`src/rtl/crt_sched_pkg.sv`:
```
// crt_sched_pkg: shared state encoding, refresh quotas and width helper for the CRT request scheduler
package crt_sched_pkg;

  typedef enum logic [2:0] {IDLE, CRT_REQ, CRT_WAIT, REF_REQ, REF_WAIT} state_t;

  localparam int REF_LINE_3 = 3;
  localparam int REF_LINE_5 = 5;

  function automatic int len_w(input int burst_max);
    return $clog2(burst_max) + 1;
  endfunction

endpackage

```
`src/rtl/crt_mem_req_sched.sv`:
```
// crt_mem_req_sched: per-scan-line CRT fetch and DRAM refresh request scheduler
module crt_mem_req_sched
  import crt_sched_pkg::*;
#(
  parameter int BURST_MAX    = 8,
  parameter int WORDS_W      = 9,
  parameter int REF_DEFER    = 4,
  parameter int REF_PEND_MAX = 7
) (
  input  logic                          t_crt_clk,
  input  logic                          h_reset_n,
  input  logic                          vga_en,
  input  logic                          c_crt_line_end,
  input  logic                          cr11_b6,
  input  logic [WORDS_W-1:0]            line_words,
  input  logic                          clr_ovr,
  input  logic                          mem_ack,
  input  logic                          mem_done,
  output logic                          crt_req,
  output logic [len_w(BURST_MAX)-1:0]   crt_len,
  output logic                          ref_req,
  output logic                          busy,
  output logic                          crt_ovr
);

  localparam int LEN_W  = len_w(BURST_MAX);
  localparam int PEND_W = $clog2(REF_PEND_MAX + REF_LINE_5 + 1);
  localparam int DEF_W  = $clog2(REF_DEFER + 1);

  state_t              state_q;
  logic                line_end_q, crt_ovr_q, crt_req_q, ref_req_q;
  logic [WORDS_W-1:0]  words_left_q, words_left_d;
  logic [PEND_W-1:0]   ref_pend_q, ref_pend_d, pend_sum;
  logic [DEF_W-1:0]    defer_cnt_q, defer_cnt_d;
  logic [LEN_W-1:0]    crt_len_q, burst_len;
  logic                le, crt_done, ref_done, crt_pick, ref_pick;

  assign le        = c_crt_line_end & ~line_end_q & vga_en;
  assign crt_done  = mem_done & (((state_q == CRT_REQ) & mem_ack) | (state_q == CRT_WAIT));
  assign ref_done  = mem_done & (((state_q == REF_REQ) & mem_ack) | (state_q == REF_WAIT));
  assign crt_pick  = vga_en & (words_left_q != '0) &
                     ((ref_pend_q == '0) | (defer_cnt_q < DEF_W'(REF_DEFER)));
  assign ref_pick  = vga_en & (ref_pend_q != '0);
  assign burst_len = (words_left_q > WORDS_W'(BURST_MAX)) ? LEN_W'(BURST_MAX) : LEN_W'(words_left_q);

  assign crt_req = crt_req_q;
  assign ref_req = ref_req_q;
  assign crt_len = crt_len_q;
  assign crt_ovr = crt_ovr_q;
  assign busy    = (state_q != IDLE) | (words_left_q != '0) | (ref_pend_q != '0);

  // Next-state of the per-line counters: disable clears, line-end reload beats a burst decrement
  always_comb begin
    pend_sum     = ref_pend_q - PEND_W'(ref_done & (ref_pend_q != '0)) +
                   (le ? PEND_W'(cr11_b6 ? REF_LINE_5 : REF_LINE_3) : '0);
    ref_pend_d   = !vga_en ? '0 : (pend_sum > PEND_W'(REF_PEND_MAX)) ? PEND_W'(REF_PEND_MAX) : pend_sum;
    words_left_d = !vga_en ? '0 : le ? line_words :
                   !crt_done ? words_left_q :
                   (words_left_q > WORDS_W'(crt_len_q)) ? words_left_q - WORDS_W'(crt_len_q) : '0;
    defer_cnt_d  = ref_done ? '0 : !crt_done ? defer_cnt_q :
                   (ref_pend_q != '0) ? defer_cnt_q + DEF_W'(1) : '0;
  end

  // Line-end edge register, work counters and sticky overrun flag (set beats clear)
  always_ff @(posedge t_crt_clk or negedge h_reset_n) begin
    if (!h_reset_n) begin
      line_end_q   <= 1'b0;
      words_left_q <= '0;
      ref_pend_q   <= '0;
      defer_cnt_q  <= '0;
      crt_ovr_q    <= 1'b0;
    end else begin
      line_end_q   <= c_crt_line_end;
      words_left_q <= words_left_d;
      ref_pend_q   <= ref_pend_d;
      defer_cnt_q  <= defer_cnt_d;
      crt_ovr_q    <= (le & (words_left_q != '0)) | (crt_ovr_q & ~clr_ovr);
    end
  end

  // Request FSM: picks CRT or refresh in IDLE and runs one req/ack/done transaction
  always_ff @(posedge t_crt_clk or negedge h_reset_n) begin
    if (!h_reset_n) begin
      state_q   <= IDLE;
      crt_req_q <= 1'b0;
      ref_req_q <= 1'b0;
      crt_len_q <= '0;
    end else begin
      case (state_q)
        IDLE:
          if (crt_pick) begin
            state_q   <= CRT_REQ;
            crt_req_q <= 1'b1;
            crt_len_q <= burst_len;
          end else if (ref_pick) begin
            state_q   <= REF_REQ;
            ref_req_q <= 1'b1;
          end
        CRT_REQ:
          if (mem_ack) begin
            crt_req_q <= 1'b0;
            state_q   <= mem_done ? IDLE : CRT_WAIT;
          end
        CRT_WAIT:
          if (mem_done) state_q <= IDLE;
        REF_REQ:
          if (mem_ack) begin
            ref_req_q <= 1'b0;
            state_q   <= mem_done ? IDLE : REF_WAIT;
          end
        REF_WAIT:
          if (mem_done) state_q <= IDLE;
        default: begin
          state_q   <= IDLE;
          crt_req_q <= 1'b0;
          ref_req_q <= 1'b0;
        end
      endcase
    end
  end

endmodule

```
`config.mk`:
```
export PLATFORM = sky130hd
export DESIGN_NAME = crt_mem_req_sched
export DESIGN_NICKNAME = d
export VERILOG_FILES = /design/src/rtl/crt_sched_pkg.sv /design/src/rtl/crt_mem_req_sched.sv
export SDC_FILE = /design/constraint.sdc
export NUM_CORES = 1
export LEC_CHECK = 0
export BUFFER_PORTS_ARGS = -buffer_cell sky130_fd_sc_hd__buf_2
export CAP_MARGIN = 10
export CORE_MARGIN = 8
export CORE_UTILIZATION = 46
export CTS_CLUSTER_SIZE = 10
export DETAILED_ROUTE_END_ITERATION = 12
export PLACE_DENSITY = 0.79
export SYNTH_ARGS = -nofsm -noshare
export SYNTH_HDL_FRONTEND = slang
export SYNTH_SLANG_ARGS = --single-unit
```
`constraint.sdc`:
```
create_clock -name t_crt_clk -period 2.4 [get_ports t_crt_clk]
set_clock_uncertainty 0.1 [all_clocks]
set_input_delay 0.48 -clock t_crt_clk [delete_from_list [all_inputs] [get_ports t_crt_clk]]
set_output_delay 0.48 -clock t_crt_clk [all_outputs]
set_load 0.02 [all_outputs]
```
After elaboration in Yosys (flattened, before gate mapping). Index checks and enable logic that the tools add are counted.

Register bits: 27. Bits in latches: 0. Memory bits (writable): 0. Memory bits (read-only): 0. Input bits: 17. Memories kept: 0.

$add $sub $neg: 4. Multiply operators: 0. Divide/modulo/power cells: 0. $lt $le $gt $ge: 4. Equality and inequality tests: 12. Shift operators: 0. Muxes and demuxes: 26. Bitwise logic cells: 22. Reductions and logical operators: 13.

Operators by type and width (number): 2-to-1 mux 9 bit (4); 2-to-1 mux 3 bit (11); AND 1 bit (12); 2-to-1 mux 4 bit (3); case mux 3 bit (4 select lines) (1); inequality test 2 bit, second input constant (5); greater-than comparator 9 x 4 -> 1 bit (1); greater-than comparator 9 x 4 -> 1 bit, second input constant (1); nonzero test 9 bit (1); subtractor 9 x 4 -> 9 bit (1); AND reduction 4 bit (2); == test 3 x 2 -> 1 bit, second input constant (2); OR 1 bit (6); case mux 1 bit (3 select lines) (2); OR reduction 3 bit (2); adder 4 x 3 -> 4 bit (1); greater-than comparator 4 x 3 -> 1 bit, second input constant (1); zero test 4 bit (1); 2-to-1 mux 1 bit (4); NOT 1 bit (4); nonzero test 4 bit (1); subtractor 4 x 1 -> 4 bit (1); adder 3 x 1 -> 3 bit, second input constant (1); == test 3 x 1 -> 1 bit, second input constant (1); 12 further kinds (12).

Logic depth before layout (Yosys ltp). Gate-level depths: netlist (run 1).

Depth after elaboration: 10. Depth in mapped cells: 13. Mapped depth without buffers: 12.

Worst setup path after synthesis (run 1). OpenSTA, ideal clock, no wires.

Path kind: reg-to-reg. Start point: reg ref_pend_q[1]. End point: reg ref_pend_q[2]. Data arrival time: 2257 ps. Required time: 2175 ps. Slack: -82 ps. Cell stages (with the launch flop): 10. Buffers on the path: 0. Period minus slack after synthesis: 2482 ps. Cells stage by stage: dfrtp_1 -> or4_1 -> and3_1 -> ha_1 -> inv_1 -> ha_1 -> fa_1 -> xor2_1 -> nor2_1 -> nor2_1.

Longest elaborated chain between the ends: 7.

RTL lines: from (decl) (RTL line crt_mem_req_sched.sv:33) `logic [PEND_W-1:0] ref_pend_q, ref_pend_d, pend_sum;`; from (signal assigned) (RTL line crt_mem_req_sched.sv:75) `ref_pend_q <= ref_pend_d;`; nonzero test 4 bit (RTL line crt_mem_req_sched.sv:54) `pend_sum = ref_pend_q - PEND_W'(ref_done & (ref_pend_q != '0)) +`; AND 1 bit (RTL line crt_mem_req_sched.sv:54); subtractor 4 x 1 -> 4 bit * (RTL line crt_mem_req_sched.sv:54); adder 4 x 3 -> 4 bit * (RTL line crt_mem_req_sched.sv:54); greater-than comparator 4 x 3 -> 1 bit (RTL line crt_mem_req_sched.sv:56) `ref_pend_d = !vga_en ? '0 : (pend_sum > PEND_W'(REF_PEND_MAX)) ? PEND_W'(REF_PEND_MAX) : pend_sum;`; 2-to-1 mux 4 bit * (2 in series) (RTL line crt_mem_req_sched.sv:56); named net ref_pend_d[2] (RTL line crt_mem_req_sched.sv:33).

The timed path passes the listed nets; every way through them passes the cells marked *. A chain may end at the register's enable or synchronous reset.

Worst setup path after layout (run 1).
Start point: reg ref_pend_q[3]. End point: reg ref_pend_q[2].

Same word-level chain as after synthesis.

==> results_dict.tcl, run 1 <==
set metrics [dict create \
    outcome "complete, no violations" \
    hp-class "primary input to asynchronous set/reset pin" \
    p_seq_share_pct 26.8 \
    cp-start-kind "register" \
    area.growth.synth_to_final_pct 23.5 \
    period_minus_slack_ps 2390 \
    setup_tns_ps 0 \
    gp_congestion 0.846 \
    synth_top_family_by_area "simple AND/OR/NAND/NOR gates" \
    die_width_microns 78.7 \
    slew_headroom_pct 59.0 \
    finish.net_count 278 \
    drc 0 \
    criticalPathCategory "register to register" \
    rsz0062_at_grt "true" \
    p_int_mw 1.55 \
    fmax_mhz 419 \
    first_iter_violations 47 \
    grt_pass1_wl_mm 7.51 \
    first_pass_iters 4 \
    synth_compound_area_share_pct 20.6 \
    ff2ff_path_depth 9 \
    async_flop_share_pct 100 \
    clkPwrFrac_pct 9.5 \
    cp_max_fo 2 \
    synth-edff-count 0 \
    slew_viol_final 0 \
    numCtsBuffers 3 \
    ys_types 55 \
    grt_overflow 0 \
    avgViaCountPerCell 5.52 \
    insertion_delay_ps 280 \
    synth_xor_area_share_pct 2.42 \
    synth_area_per_cell_sq_um 8.90 \
    synthCells 203 \
    synth_area_leaders "dfrtp_1 (37%), ha_1 (7.6%), nand2_1 (4.6%)" \
    start_util_pct 48.6 \
    drive_above_1_share_pct 27.9 \
    post-route-period-util_pct 99.4 \
    setup.reg_to_reg.worst_slack_ps 10 \
    synthFlopType "dfrtp_1" \
    synth_common_cells "dfrtp_1 (27), nand2_1 (22), inv_1 (19)" \
    htree_num_levels 1 \
    cp-end-kind "register" \
    r2r_start "ref_pend_q[3]" \
    fin_ws_ps 14.8 \
    clk_pin_slew_ps 100 \
    synth.largest_area_cell "dfrtp_1" \
    cts_hold_buf 0 \
    core_area_sq_um 3720 \
    antenna_cells 0 \
    comb_power_share_pct 63.7 \
    yosysMostFrequentCell "dfrtp_1" \
    synthDominantCellAreaShare_pct 37.4 \
    num_io_pins 25 \
    num-fill-cells 352 \
    yosys_warnings 0 \
    worstMarginPinSlew_ps 615 \
    post_synth_and_or_nand_nor_area_fraction_pct 22.3 \
    vias 1628 \
    portBuffers 24 \
    routed_wl_mm 4.25 \
    dpl.hpwl_mm 3.23 \
    grt_start_max_net_pins 28 \
    powerDensity_nw_per_um2 1270 \
    numClockSinks 27 \
    cts_root_buffer "clkbuf_8" \
    peakVddDrop_uv 577 \
    finalSetupViolCount 0 \
    drt-wirelength-per-cell_microns 14.4 \
    critPathArrivalTime_ps 2460 \
    finalHoldViolations 0 \
    synth_nets 233 \
    synth_mux_area_share_pct 1.80 \
    grt_pass1_vias 1679 \
    die_area_sq_um 6190 \
    dp_slack_ps -65.1 \
    tritoncts "yes" \
    antenna_found_initial 0 \
    ys_seq_elements 27 \
    gr-usage-all-layers_pct 14.5 \
    num_rows 22 \
    r2r-end "ref_pend_q[2]" \
    yosysSeqAreaShare_pct 37.4 \
    cap_violations 0 \
    synthAdderAreaFrac_pct 9.83 \
    required_ps 2470 \
    die_y_microns 78.7 \
    swShare_pct 45.3 \
    postRouteAntennaNets 0 \
    p_sw_mw 1.29 \
    clock_path_buffers 2 \
    cellLeakagePower_nw 1.02 \
    syn_area_sq_um 1810 \
]
[sequential cells by signal, indices dropped and copies added, names as in the netlist]
register      flops
crt_len           4
crt_ovr           1
crt_req           1
defer_cnt_q       3
line_end_q        1
ref_pend_q        4
ref_req           1
state_q           3
words_left_q      9
[worst max-delay path by stage]
stage                       start            end  slack [ps]  cells past startpoint
global placement    ref_pend_q[2]  ref_pend_q[2]          20                      9
detailed placement  ref_pend_q[2]  ref_pend_q[2]         -70                     10
CTS                 ref_pend_q[0]  ref_pend_q[2]          -3                      9
finish              ref_pend_q[3]  ref_pend_q[2]          10                      9
global route        ref_pend_q[3]  ref_pend_q[2]         -80                      9
floorplan           ref_pend_q[2]  ref_pend_q[2]          20                      9
[metal layers]
layer	vias up	share of wire [%]	global-route usage, %
met5	-	0	0
met4	0	0.85	2.78
met3	5	5.1	3.64
met2	30	50	25.9
met1	772	44	17.2
li1	821	-	-
[repair_timing]
item / 4_1_cts / 5_1_grt
setup buffers: 2 / 3
resized for setup: 7 / 2
pin swaps: 12 / 8
endpoints found under the setup margin: 4 / 6
[cells by family (layout without fill, tap and decap cells)]
kind of cell    after synthesis  count (layout)
compound gates               54              54
xor+xnor                      5               5
fa+ha+maj                    13              13
buf+inv                      26              70
flops                        27              27
mux                           3               3
other cells                   1               1
simple gates                 74              74
[stage by stage]
stage                     instances  instance area (sq um)  power (mW)  hold slack [ps]  utilization (%)
after floorplan                 203                   1820        2.01             84.4                -
after global placement          286                   2110        2.42              390             56.7
after detailed placement        286                   2110        2.46              409             56.7
after CTS                       292                   2210        2.82              108             59.5
after global routing            295                   2230        3.12              141             60.1
final                           295                   2230        2.84             92.5             60.1
[layout make-up]
| cell class | instances | area, sq um | share of cell area, % |
|---|---|---|---|
| Inverter | 19 | 71.3 | 3.20 |
| Clock inverter | 1 | 5.00 | 0.224 |
| Timing Repair Buffer | 47 | 299 | 13.4 |
| Tap cell | 48 | 60.1 | 2.69 |
| Clock buffer | 3 | 41.3 | 1.85 |
| Sequential cell | 27 | 676 | 30.3 |
| Multi-Input combinational cell | 150 | 1080 | 48.4 |
[power groups by stage]
stage | Combinational (mW) | Clock (mW) | Sequential, mW
6_report | 1.81 | 0.271 | 0.759
3_5_place_dp | 1.69 | 0 | 0.771
2_1_floorplan | 1.22 | 0 | 0.793
4_1_cts | 1.78 | 0.280 | 0.760
5_1_grt | 2.03 | 0.299 | 0.787
3_3_place_gp | 1.65 | 0 | 0.766
[layout by cell type, fill, tap and decap left out, drive strengths merged, types with 3 or more instances in the layout]
cell type / count
inv: 19
nor2b: 6
o211ai: 3
or4: 3
nor3: 7
clkbuf: 3
a22oi: 4
buf: 47
nor2: 13
a211oi: 3
xor2: 3
ha: 11
nand3: 4
dfrtp: 27
a21oi: 12
o21ai: 14
nand2: 22
[critical path, stage by stage, from the launching register on]
cell     delay [ps]
dfrtp_1         390
or4_4           540
and3_4          180
ha_4            250
inv_2            40
ha_4            150
fa_2            330
xor2_1          150
nor2_1          110
nor2_1           50
(Power assumes the default switching activity.)
==> run 2: changes to the inputs <==
PLACE_DENSITY = 0.69   (was 0.79)
RECOVER_POWER = 25   (was not set)
==> run 2 against run 1 <==
Effect of this change: the run now ends with capacitance limit left; clock power down 4%; count of clock-buffer cells in the layout up 1; via count up 2.7%; largest power group unchanged; sequential cell count unchanged; worst hold slack better by 160 ps; sequential share of layout area down 0.71 points; core utilization up 1.5 points; routed wire length up 5.7%; global-route usage up 0.28 points.
==> results_dict.tcl, run 2 (synthesis results as in run 1) <==
set metrics [dict create \
    outcome "complete, but fails checks" \
    failed_checks "capacitance limit" \
    peakVddDrop_uv 598 \
    post-route-period-util_pct 99.8 \
    num_io_pins 25 \
    die_area_sq_um 6190 \
    p_sw_mw 1.31 \
    rsz0062_at_grt "true" \
    grt_pass1_wl_mm 7.68 \
    postRouteAntennaNets 0 \
    finalSetupViolCount 0 \
    tritoncts "yes" \
    hp-start "c_crt_line_end" \
    path_cells "or4_4 > nor4_4 > nand3_2 > buf_6" \
    die_width_microns 78.7 \
    gr-usage-all-layers_pct 14.8 \
    grt_pass1_vias 1688 \
    slew_headroom_pct 0.446 \
    fin_hold_ws_ps 255 \
    area.growth.synth_to_final_pct 26.7 \
    holdPathStages 1 \
    layout_commonest_cell "buf_4" \
    fmax_mhz 418 \
    avgViaCountPerCell 5.54 \
    num_rows 22 \
    setup.reg_to_reg.worst_slack_ps 40 \
    cpPeakStageDelay_ps 590 \
    clock_path_buffers 2 \
    grt_start_max_net_pins 28 \
    numCtsBuffers 3 \
    antenna_cells 0 \
    drive_above_1_share_pct 29.5 \
    die_y_microns 78.7 \
    drt-wirelength-per-cell_microns 14.9 \
    antenna_found_initial 0 \
    period_minus_slack_ps 2390 \
    vias 1672 \
    start_util_pct 48.6 \
    gp_congestion 0.893 \
    first_iter_violations 74 \
    placed_cells 288 \
    clkPwrFrac_pct 8.9 \
    cp_max_fo 4 \
    numClockSinks 27 \
    p_int_mw 1.62 \
    largest_register_ffs 9 \
    ff2ff_path_depth 10 \
    r2r_start "ref_pend_q[2]" \
    core_area_sq_um 3720 \
    fin_cells 302 \
    grt_overflow 0 \
    dpl.hpwl_mm 3.33 \
    slowest_stage "or4_4" \
    p_seq_share_pct 26.5 \
    routed_wl_mm 4.50 \
    r2r-end "ref_pend_q[2]" \
    worstMarginPinSlew_ps 1490 \
    clk_pin_slew_ps 90 \
    criticalPathCategory "register to primary output" \
    cp-start-kind "register" \
    required_ps 1820 \
    cts_root_buffer "clkbuf_8" \
    first_pass_iters 4 \
    critPathArrivalTime_ps 1810 \
    comb_power_share_pct 64.6 \
    htree_num_levels 1 \
    min_to "line_end_q" \
    final_cell_mix "buf_4 (30), dfrtp_1 (26), nand2_1 (22)" \
    slew_viol_final 0 \
    finalHoldViolations 0 \
    portBuffers 24 \
    hp-class "primary input to register" \
    swShare_pct 44.6 \
    drc 0 \
    insertion_delay_ps 270 \
    cap_violations 1 \
    cellLeakagePower_nw 1.04 \
    finalPower_mw 2.93 \
    finish.net_count 285 \
    cp-end-kind "primary output" \
    top_register "words_left_q" \
    powerDensity_nw_per_um2 1280 \
]
[run 2: changes by cell type in the layout (fill, tap and decap cells not counted)]
cell	before	now
nor3_2	0	1
nor2_2	0	1
buf_4	23	30
nor3_1	7	6
buf_2	23	21
dfrtp_2	0	1
inv_1	17	18
dfrtp_1	27	26
clkbuf_1	0	3
clkinv_2	1	0
inv_2	2	1
nor2_1	13	12
[run 2: critical path: cells and delay by family, from the launching register on]
family,cells,cell delay (ps)
buf+inv,1,160
flops,1,410
simple gates,3,970
[run 2: how the worst max path moves through the flow]
stage / cells past startpoint / endpoint / slack [ps] / start
final: 4 / busy / 6 / words_left_q[5]
after global routing: 4 / busy / -70 / words_left_q[5]
after CTS: 9 / ref_pend_q[2] / -2 / ref_pend_q[1]
after detailed placement: 10 / ref_pend_q[2] / -30 / ref_pend_q[2]
after global placement: 10 / ref_pend_q[2] / 20 / ref_pend_q[2]
after floorplan: 9 / ref_pend_q[2] / 20 / ref_pend_q[2]
[run 2: timing repair]
item | in CTS | in global routing
hold endpoints to repair | 0 | 0
gates cloned | 0 | 0
resized for setup | 4 | 7
setup endpoints to repair | 4 | 6
hold buffers | 0 | 0
setup buffers | 4 | 6
pin swaps | 10 | 5
[run 2: final cells by class]
class                           count  area, sq um
Inverter                           19         71.3
Clock buffer                        4         45.0
Multi-Input combinational cell    150         1090
Tap cell                           48         60.1
Timing Repair Buffer               54          349
Fill cell                         351         1430
Sequential cell                    27          677
[run 2: per-stage QoR]
stage / area, sq um / worst slack (ps) / setup TNS, ps / utilization, %
3_3_place_gp: 2120 / 15.8 / 0 / 57.1
3_5_place_dp: 2120 / -31.9 / -55.1 / 57.1
5_1_grt: 2290 / -71.8 / -202 / 61.6
6_report: 2290 / 5.72 / 0 / 61.6
2_1_floorplan: 1820 / 19.4 / 0 / -
4_1_cts: 2220 / -2.23 / -2.23 / 59.9
[run 2: metal layers]
metal  routed length [microns]  GRT usage (%)
met5                         0              0
met4                        19           2.78
met3                       222           3.87
met2                      2190           23.9
met1                      2060           19.6
[run 2: power groups by stage]
stage	Combinational (mW)	Sequential [mW]	Clock, mW
final	1.89	0.775	0.261
after global routing	2.12	0.805	0.284
after CTS	1.78	0.772	0.270
after detailed placement	1.70	0.785	0
after global placement	1.68	0.778	0
after floorplan	1.22	0.793	0
==> run 3: changes to the inputs <==
--- a/constraint.sdc
+++ b/constraint.sdc
@@ -3,3 +3,3 @@
 set_input_delay 0.48 -clock t_crt_clk [delete_from_list [all_inputs] [get_ports t_crt_clk]]
 set_output_delay 0.48 -clock t_crt_clk [all_outputs]
-set_load 0.02 [all_outputs]
+set_load 0.005 [all_outputs]
==> run 3 against run 2 <==
Effect of this change: the flow now finishes without violations; core utilization down 0.37 points; routed wire length decreased by 2.3%; final cell count decreased by 0.33%; worst hold slack improved by 2.0 ps; design area down 0.60%; clock power about the same.
==> results_dict.tcl, run 3 (synthesis results as in run 1) <==
set metrics [dict create \
    outcome "complete, no violations" \
    largest_register_ffs 9 \
    drive_above_1_share_pct 29.2 \
    setup_tns_ps 0 \
    final_cell_mix "buf_4 (29), dfrtp_1 (26), nand2_1 (22), buf_2 (22), inv_1 (18)" \
    hp-class "primary input to register" \
    r2r_start "ref_pend_q[2]" \
    fin_hold_ws_ps 257 \
    clk_pin_slew_ps 90 \
    grt_pass1_vias 1690 \
    required_ps 2510 \
    ff2ff_path_depth 10 \
    drc 0 \
    slew_headroom_pct 3.54 \
    fmax_mhz 423 \
    cellLeakagePower_nw 1.03 \
    routed_wl_mm 4.39 \
    cts_root_buffer "clkbuf_8" \
    grt_pass1_wl_mm 7.68 \
    r2r-end "ref_pend_q[2]" \
    setup.reg_to_reg.worst_slack_ps 40 \
    peakVddDrop_uv 597 \
    cp-end-kind "register" \
    criticalPathCategory "register to register" \
    grt_start_max_net_pins 28 \
    cap_violations 0 \
    antenna_cells 0 \
    slew_viol_final 0 \
    avgViaCountPerCell 5.56 \
    first_pass_iters 4 \
    critPathArrivalTime_ps 2470 \
    vias 1675 \
    first_iter_violations 82 \
    cp_max_fo 3 \
    die_area_sq_um 6190 \
    startpoint "ref_pend_q[2]" \
    clock_path_buffers 2 \
    die_width_microns 78.7 \
    tritoncts "yes" \
    numCtsBuffers 3 \
    endpoint "ref_pend_q[2]" \
    period_minus_slack_ps 2360 \
    portBuffers 24 \
    cp-start-kind "register" \
    finalSetupViolCount 0 \
    dpl.hpwl_mm 3.33 \
    gr-usage-all-layers_pct 14.8 \
    worstMarginPinSlew_ps 1450 \
    die_y_microns 78.7 \
    rsz0062_at_grt "true" \
    area.growth.synth_to_final_pct 26.0 \
    finish.net_count 284 \
    htree_num_levels 1 \
    post-route-period-util_pct 98.5 \
    powerDensity_nw_per_um2 1250 \
    num_rows 22 \
    antenna_found_initial 0 \
    num_io_pins 25 \
    grt_overflow 0 \
    finalHoldViolations 0 \
    core_area_sq_um 3720 \
    drt-wirelength-per-cell_microns 14.6 \
    numClockSinks 27 \
    top_register "words_left_q" \
    postRouteAntennaNets 0 \
    layout_commonest_cell "buf_4" \
    insertion_delay_ps 270 \
    cts_hold_buf 0 \
    gp_congestion 0.893 \
    start_util_pct 48.6 \
]
## run 3: cell types whose count changed in the layout (fill, tap and decap cells not counted), sizes merged
cell,before,now
buf,52,51
## run 3: repair_timing
action,CTS,global route
setup endpoints to repair,4,6
pin swaps,9,5
resized for setup,4,5
setup buffers,4,5
## run 3: layout make-up
cell class,count,area (sq um)
inverter,19,71.3
timing repair buffer,53,335
clock buffer,4,45.0
multi-input combinational,150,1090
fill,354,1440
tap,48,60.1
sequential,27,677
## run 3: metal layers
metal | part of all wire (%) | track usage (%) | up-vias
li1 | - | - | 840
met5 | 0 | 0 | -
met1 | 47 | 19.6 | 803
met2 | 48 | 23.9 | 30
met4 | 0.43 | 2.78 | 0
met3 | 4.8 | 3.87 | 2
## run 3: metrics by stage
| step | power, mW | cell area [sq um] | util [%] | setup slack [ps] | std cells |
|---|---|---|---|---|---|
| 6_report | 2.84 | 2280 | 61.2 | 37.2 | 301 |
| 2_1_floorplan | 1.95 | 1820 | - | 19.4 | 203 |
| 5_1_grt | 3.13 | 2280 | 61.2 | -54.3 | 301 |
| 3_5_place_dp | 2.43 | 2120 | 57.1 | -31.9 | 288 |
| 3_3_place_gp | 2.40 | 2120 | 57.1 | 15.8 | 288 |
| 4_1_cts | 2.76 | 2220 | 59.9 | -2.23 | 296 |
## run 3: worst min-delay path by stage
stage	from	endpoint	cells after the start
global route	c_crt_line_end	line_end_q	1
finish	c_crt_line_end	line_end_q	1
detailed placement	crt_req	crt_req	2
CTS	h_reset_n	words_left_q[8]	1
floorplan	h_reset_n	crt_len[0]	0
global placement	crt_req	crt_req	2
## run 3: power by group
part	leakage, nW	internal [mW]	total, mW	switching [mW]
Sequential	0.348	0.620	0.775	0.155
Clock	0.0228	0.119	0.259	0.140
Combinational	0.664	0.864	1.81	0.947
Total	1.03	1.60	2.84	1.24
## run 3: critical path, cell delays in order, from the launching register on
cell,delay [ps]
dfrtp_1,390
or4_4,540
and3_4,170
ha_4,260
inv_2,40
ha_4,160
a21o_1,190
a21oi_2,160
xnor2_2,140
nor2_1,70
nor2_1,80
